--- config.mk ---
export PLATFORM = sky130hd
export DESIGN_NAME = beam_coord_gen
export DESIGN_NICKNAME = d
export VERILOG_FILES = /design/src/rtl/beam_coord_gen.sv
export SDC_FILE = /design/constraint.sdc
export NUM_CORES = 1
export LEC_CHECK = 0
export CAP_MARGIN = 20
export CORE_MARGIN = 2
export CORE_UTILIZATION = 51
export CTS_CLUSTER_SIZE = 25
export DETAILED_ROUTE_END_ITERATION = 10
export GPL_TIMING_DRIVEN = 0
export PLACE_DENSITY = 0.86
export REMOVE_ABC_BUFFERS = 1
export SYNTH_ARGS = -nofsm -noshare
export SYNTH_HDL_FRONTEND = slang
export SYNTH_SLANG_ARGS = --single-unit
--- constraint.sdc ---
create_clock -name clk -period 2.1 [get_ports clk]
set_input_delay 0.21 -clock clk [delete_from_list [all_inputs] [get_ports clk]]
set_output_delay 0.21 -clock clk [all_outputs]
set_load 0.1 [all_outputs]
--- src/rtl/beam_coord_gen.sv ---
// rtl/beam_coord_gen.sv - vertical laser-beam pixel sequencer with go/wren/done handshake
module beam_coord_gen #(
    parameter int BEAM_LEN = 4,
    parameter int SCREEN_W = 160,
    parameter int SCREEN_H = 120
) (
    input  logic       clk,
    input  logic       reset,
    input  logic [7:0] beam_x,
    input  logic [6:0] beam_y,
    input  logic [2:0] beam_c,
    input  logic       go,
    output logic       wren,
    output logic       done,
    output logic [7:0] x,
    output logic [6:0] y,
    output logic [2:0] colour
);

    typedef enum logic [2:0] {
        S_IDLE = 3'd0,
        S_LOAD = 3'd1,
        S_DRAW = 3'd2,
        S_DONE = 3'd3,
        S_WAIT = 3'd4
    } state_t;

    localparam logic [3:0] LAST_IDX = 4'(BEAM_LEN - 1);
    localparam logic [8:0] X_LIMIT  = 9'(SCREEN_W);
    localparam logic [8:0] Y_LIMIT  = 9'(SCREEN_H);

    state_t     state_q, state_d;
    logic [7:0] lx_q, lx_d;
    logic [6:0] ly_q, ly_d;
    logic [2:0] lc_q, lc_d;
    logic [3:0] cnt_q, cnt_d;
    logic       wren_q, wren_d;
    logic       done_q, done_d;
    logic [7:0] x_q, x_d;
    logic [6:0] y_q, y_d;
    logic [2:0] colour_q, colour_d;
    logic [7:0] row;

    // Row is carried at 8 bits so a beam running off the bottom is clipped, not wrapped to row 0.
    function automatic logic on_screen(input logic [7:0] px, input logic [7:0] py);
        return ({1'b0, px} < X_LIMIT) && ({1'b0, py} < Y_LIMIT);
    endfunction

    // State register.
    always_ff @(posedge clk or posedge reset) begin
        if (reset) begin
            state_q <= S_IDLE;
        end else begin
            state_q <= state_d;
        end
    end

    // Next-state logic: one LOAD, BEAM_LEN DRAW cycles, one DONE, then park until go falls.
    always_comb begin
        state_d = state_q;
        case (state_q)
            S_IDLE:  if (go) state_d = S_LOAD;
            S_LOAD:  state_d = S_DRAW;
            S_DRAW:  if (cnt_q == LAST_IDX) state_d = S_DONE;
            S_DONE:  state_d = S_WAIT;
            S_WAIT:  if (!go) state_d = S_IDLE;
            default: state_d = S_IDLE;
        endcase
    end

    // Output/datapath next values: the pixel to show after the coming edge.
    always_comb begin
        lx_d     = lx_q;
        ly_d     = ly_q;
        lc_d     = lc_q;
        cnt_d    = cnt_q;
        wren_d   = 1'b0;
        done_d   = 1'b0;
        x_d      = x_q;
        y_d      = y_q;
        colour_d = colour_q;
        row      = 8'd0;
        case (state_q)
            S_LOAD: begin
                lx_d     = beam_x;
                ly_d     = beam_y;
                lc_d     = beam_c;
                cnt_d    = 4'd0;
                row      = {1'b0, beam_y};
                x_d      = beam_x;
                y_d      = row[6:0];
                colour_d = beam_c;
                wren_d   = on_screen(beam_x, row);
            end
            S_DRAW: begin
                if (cnt_q != LAST_IDX) begin
                    cnt_d    = cnt_q + 4'd1;
                    row      = {1'b0, ly_q} + {4'd0, cnt_q} + 8'd1;
                    x_d      = lx_q;
                    y_d      = row[6:0];
                    colour_d = lc_q;
                    wren_d   = on_screen(lx_q, row);
                end else begin
                    done_d = 1'b1;
                end
            end
            default: ;
        endcase
    end

    // Latched beam parameters, pixel counter and registered outputs.
    always_ff @(posedge clk or posedge reset) begin
        if (reset) begin
            lx_q     <= 8'd0;
            ly_q     <= 7'd0;
            lc_q     <= 3'd0;
            cnt_q    <= 4'd0;
            wren_q   <= 1'b0;
            done_q   <= 1'b0;
            x_q      <= 8'd0;
            y_q      <= 7'd0;
            colour_q <= 3'd0;
        end else begin
            lx_q     <= lx_d;
            ly_q     <= ly_d;
            lc_q     <= lc_d;
            cnt_q    <= cnt_d;
            wren_q   <= wren_d;
            done_q   <= done_d;
            x_q      <= x_d;
            y_q      <= y_d;
            colour_q <= colour_d;
        end
    end

    assign wren   = wren_q;
    assign done   = done_q;
    assign x      = x_q;
    assign y      = y_q;
    assign colour = colour_q;

endmodule

==> results of run 1 <==
-- cell families (layout without fill, tap and decap cells) --
group           count (synthesis)  count (layout)  share of synthesized area, %
simple gates                  128             128                          25.8
buf+inv                        20              57                          4.94
flops                          45              45                          52.3
mux                             1               1                         0.465
fa+ha+maj                       6               6                          3.83
compound gates                 34              34                          10.3
xor+xnor                        6               6                          2.44
-- layout make-up --
class	instances	share of cell area [%]
Sequential cell	45	41.7
Multi-Input combinational cell	175	35.2
Timing Repair Buffer	42	15.8
Clock buffer	5	2.55
Tap cell	50	2.31
Clock inverter	2	1.30
Inverter	8	1.11
-- layer usage --
metal / global-route usage, % / up-vias / routed length (µm)
li1: - / 860 / -
met1: 25.9 / 864 / 1810
met2: 40.6 / 54 / 2640
met3: 5.19 / 12 / 209
met4: 10.0 / 0 / 108
met5: 0 / - / 0
-- stage by stage --
step                hold slack, ns  instance area, µm²  setup TNS (ns)  setup slack (ns)  cells
CTS                         0.0993                2680               0            0.0200    326
detailed placement           0.426                2570         -0.0274           -0.0274    319
global placement             0.456                2540           -2.35           -0.0534    318
finish                      0.0954                2700               0            0.0762    327
global route                 0.105                2700               0            0.0175    327
floorplan                    0.315                2080               0             0.186    228
-- synth_stat cells (all sizes together) --
| master | n |
|---|---|
| nand3 | 5 |
| nand3b | 1 |
| nor3b | 1 |
| or2 | 1 |
| a21boi | 1 |
| o21a | 1 |
| ha | 5 |
| clkbuf | 7 |
| a31o | 1 |
| dfrtp | 45 |
| o211ai | 2 |
| nor3 | 3 |
| inv | 8 |
| a21oi | 5 |
| o21ai | 9 |
| a221o | 1 |
| or3b | 1 |
| nand2b | 2 |
| buf | 5 |
| a31oi | 12 |
| nor4 | 1 |
| a32oi | 1 |
| xor2 | 2 |
| xnor2 | 4 |
| nor2 | 22 |
| fa | 1 |
| and2 | 2 |
| nand4 | 2 |
| nand2 | 83 |
| or3 | 2 |
| mux2i | 1 |
| and2b | 2 |
| a22oi | 1 |
-- flip-flops by register name, summed over array words and instances (netlist names) --
| register | cells |
|---|---|
| cnt_q | 4 |
| colour | 3 |
| done | 1 |
| lc_q | 3 |
| lx_q | 8 |
| ly_q | 7 |
| state_q | 3 |
| wren | 1 |
| x | 8 |
| y | 7 |
-- worst paths after layout --
kind	end	cells after the start	start	slack, ns
worst max-delay path	colour[2]	1	colour[2]$_DFFE_PP0P_	0.08
worst min-delay path	lc_q[1]$_DFFE_PP0P_	2	reset	0.1
worst max register to register	y[4]$_DFFE_PP0P_	8	cnt_q[0]$_DFFE_PP0P_	0.11
worst min register to register	y[0]$_DFFE_PP0P_	2	y[0]$_DFFE_PP0P_	0.48
max in group asynchronous	y[0]$_DFFE_PP0P_	3	reset	1.59
min in group clk	lx_q[2]$_DFFE_PP0P_	3	beam_x[2]	0.46
-- repair_timing --
| item | CTS | global route |
|---|---|---|
| setup buffers | 0 | 1 |
| setup endpoints to repair | 3 | 1 |
| endpoints found under the hold margin | 0 | 0 |
| resized for setup | 2 | 2 |
| pin swaps | 0 | 1 |
==> reports/qor.txt, run 1 <==
Synth cell types - 37
total gr overflow - 0
vias per std cell - 5.47
CP max stage delay - 1.14 ns
Critical path buffers and inverters - 1
Final setup violation count - 0
Wirelength per Cell - 14.6 µm
clock latency on the worst-skew pair - 0.30 ns
Seq cells post-synth - 45
Peak Freq - 0.494 GHz
Worst Hold Class - input pin to async pin
outcome - completed
Final Skew - 0.00522 ns
GR Util All Layers - 22.8%
worst path arrival time - 1.81 ns
DIE AREA - 4760 µm²
post-route ant nets - 0
Critical Path RT - 1.89 ns
Post-Syn Area - 2150 µm²
storage element area - 1130 µm²
Final Hold Fails - 0
post-synth top area share - 52.3%
leading cell type in the layout, fill and taps excluded - nand2_1
initial antenna violation count - 0
Rel. slew slack - 34.0%
largest net degree at the start of global routing - 43
via count - 1,790
Buffers on Ports - 40
clock root buffer master - clkbuf_8
DRC - 0
violation count after the first detailed-route iteration - 164
Post-Route Utilization - 67.1%
post-layout min period - 2.02 ns
Area growth, synth to finish - 25.4%
vias in the first global route - 1,753
Slowest-stage cell, CP - clkdlybuf4s50_1
critical path's top delay family - buffers and inverters
startpoint type of the worst setup path - register
Post-Syn Area per Cell - 8.98 µm²
row count - 23
share of layout cells above drive strength 1 - 7.94%
Max Root-Sink Buffers - 2
critical path peak fanout - 2
Final GP Congestion - 0.778
TritonCTS Sinks - 45
unrepaired setup endpoints after global routing - false
core box area - 4030 µm²
num ports - 41
sequential share of the synthesized area - 52.3%
highest-count cells in the layout ignoring fill and taps - nand2_1, dfrtp_1, clkdlybuf4s50_1
drt pass-1 iters - 4
ant diodes - 0
chip height - 69.0 µm
Yosys top cell by area - dfrtp_1
Multi-input gate area - 952 µm²
ranking of synthesized cells by area - dfrtp_1, nand2_1, nor2_1
Final Max Slew Viols - 0
Final HPWL DP - 3100 µm
H-Tree Depth - 2
CTS tree - done
fillers - 313
WL final - 4760 µm
total of max-cap violations - 0
CP Class - register to output port
hold buffers post-CTS - 0
Slew @ Worst Pin - 0.987 ns
total number of yosys warnings - 0
first-pass GRT wire length - 7790 µm
fin nets - 304
starting density of the core - 53.5%
Setup crit end kind - output port
die width - 69.0 µm
clock slew at reported path FFs - 0.08 ns
total CTS buffers - 5
critical-path cell list - clkdlybuf4s50_1
instance count of the mapped netlist - 240
fin crit share - 96.4%
Power of run 1 is not shown: default switching activity piles up to over one toggle a cycle in this logic, so the estimate is an artifact.
==> inputs of run 2 (changes only) <==
Settings changed: CTS_CLUSTER_DIAMETER set to 30.
==> results of run 2 <==
The final DEF is identical to that of run 1; final timing and power are the same.
Power of run 2 is left out for the same reason.
==> inputs of run 3 (changes only) <==
Settings changed: CORE_ASPECT_RATIO set to 0.6.
==> reports/qor.txt, run 3 (synthesis results as in run 1) <==
share of layout cells above drive strength 1 - 8.60% (was 7.94%)
total gr overflow - 0 (unchanged)
Final HPWL DP - 3240 µm (was 3100 µm)
Buffers on Ports - 40 (unchanged)
final worst slack - 0.0752 ns (was 0.0762 ns)
largest net degree at the start of global routing - 27 (was 43)
initial antenna violation count - 0 (unchanged)
vias per std cell - 5.10 (was 5.47)
via count - 1,729 (was 1,790)
Final Hold Fails - 0 (unchanged)
Final GP Congestion - 0.839 (was 0.778)
WL final - 4590 µm (was 4760 µm)
clock root buffer master - clkbuf_8 (unchanged)
Non-Filler Instances - 339 (was 327)
Final setup violation count - 0 (unchanged)
Peak Freq - 0.494 GHz (about the same)
H-Tree Depth - 2 (unchanged)
post-route ant nets - 0 (unchanged)
clock slew at reported path FFs - 0.08 ns (about the same)
total of max-cap violations - 0 (unchanged)
critical-path cell list - clkdlybuf4s50_1 (unchanged)
Max Root-Sink Buffers - 2 (unchanged)
critical path peak fanout - 2 (unchanged)
Final Skew - 0.00594 ns (was 0.00522 ns)
critical path's top delay family - buffers and inverters (unchanged)
leading cell type in the layout, fill and taps excluded - nand2_1 (unchanged)
die width - 87.9 µm (was 69.0 µm)
Critical path buffers and inverters - 1 (unchanged)
num ports - 41 (unchanged)
Wirelength per Cell - 13.5 µm (was 14.6 µm)
Area growth, synth to finish - 26.6% (was 25.4%)
Critical Path RT - 1.89 ns (about the same)
post-layout min period - 2.02 ns (about the same)
fin crit share - 96.4% (about the same)
vias in the first global route - 1,586 (was 1,753)
Slew @ Worst Pin - 0.992 ns (was 0.987 ns)
unrepaired setup endpoints after global routing - false (unchanged)
violation count after the first detailed-route iteration - 103 (was 164)
total CTS buffers - 5 (unchanged)
fin nets - 305 (was 304)
cell count along the critical path - 1 (unchanged)
Final Max Slew Viols - 0 (unchanged)
Worst Hold Class - input pin to async pin (unchanged)
Setup WS pre-CTS - 0.00584 ns (was -0.0274 ns)
highest-count cells in the layout ignoring fill and taps - nand2_1, dfrtp_1, clkdlybuf4s50_1 (unchanged)
DRC - 0 (unchanged)
CTS tree - done (unchanged)
Setup crit end kind - output port (unchanged)
starting density of the core - 52.9% (was 53.5%)
worst path arrival time - 1.81 ns (about the same)
Slowest-stage cell, CP - clkdlybuf4s50_1 (unchanged)
startpoint type of the worst setup path - register (unchanged)
fillers - 342 (was 313)
clock latency on the worst-skew pair - 0.29 ns (was 0.30 ns)
TritonCTS Sinks - 45 (unchanged)
drt pass-1 iters - 4 (unchanged)
ant diodes - 0 (unchanged)
CP max stage delay - 1.14 ns (about the same)
Rel. slew slack - 33.6% (was 34.0%)
dpl cells - 329 (was 319)
row count - 18 (was 23)
outcome - completed (unchanged)
R2R depth - 7 (was 8)
chip height - 54.3 µm (was 69.0 µm)
GR Util All Layers - 20.5% (was 22.8%)
DIE AREA - 4780 µm² (was 4760 µm²)
CP Class - register to output port (unchanged)
first-pass GRT wire length - 7270 µm (was 7790 µm)
core box area - 4080 µm² (was 4030 µm²)
run 3: changes by cell type in the layout (fill, tap and decap cells not counted):
cell | before | now
a21oi_2 | 1 | 0
buf_4 | 1 | 2
a21oi_4 | 1 | 2
clkbuf_8 | 5 | 7
bufinv_16 | 1 | 0
run 3: repair_timing:
action / 4_1_cts / 5_1_grt
pin swaps: 0 / 1
hold buffers: 0 / 0
setup endpoints to repair: 1 / 15
buffers inserted: 0 / 2
resized for setup: 1 / 4
run 3: final cells by class:
class / count / area [µm²] / area share [%]
clock buffer: 7 / 96.3 / 3.53
clock inverter: 1 / 5.00 / 0.183
inverter: 8 / 30.0 / 1.10
multi-input combinational: 175 / 960 / 35.2
sequential: 45 / 1130 / 41.3
tap: 60 / 75.1 / 2.75
timing repair buffer: 43 / 435 / 16.0
run 3: final timing paths:
path	end	slack, ns	startpoint
min in group clk	lx_q[4]$_DFFE_PP0P_	0.47	beam_x[4]
setup / recovery	y[1]	0.08	y[1]$_DFFE_PP0P_
max in group asynchronous	ly_q[2]$_DFFE_PP0P_	1.39	reset
hold / removal	y[1]$_DFFE_PP0P_	0.24	reset
setup reg to reg	y[4]$_DFFE_PP0P_	0.09	cnt_q[0]$_DFFE_PP0P_
hold reg to reg	lx_q[3]$_DFFE_PP0P_	0.48	lx_q[3]$_DFFE_PP0P_
run 3: routing by layer:
metal  track usage, %  part of all wire, %
met1             29.1                   51
met2             32.2                   42
met3             5.58                  6.9
met4             3.85                    0
met5                0                    0
run 3: metrics by stage:
stage / TNS, ns / hold slack, ns / instance area [µm²] / utilization, %
after floorplan: 0 / 0.315 / 2080 / -
after global routing: 0 / 0.276 / 2730 / 66.9
after global placement: -0.948 / 0.458 / 2550 / 62.6
after CTS: 0 / 0.251 / 2690 / 65.9
final: 0 / 0.235 / 2730 / 66.9
after detailed placement: 0 / 0.462 / 2580 / 63.3
Power of run 3 is left out for the same reason.
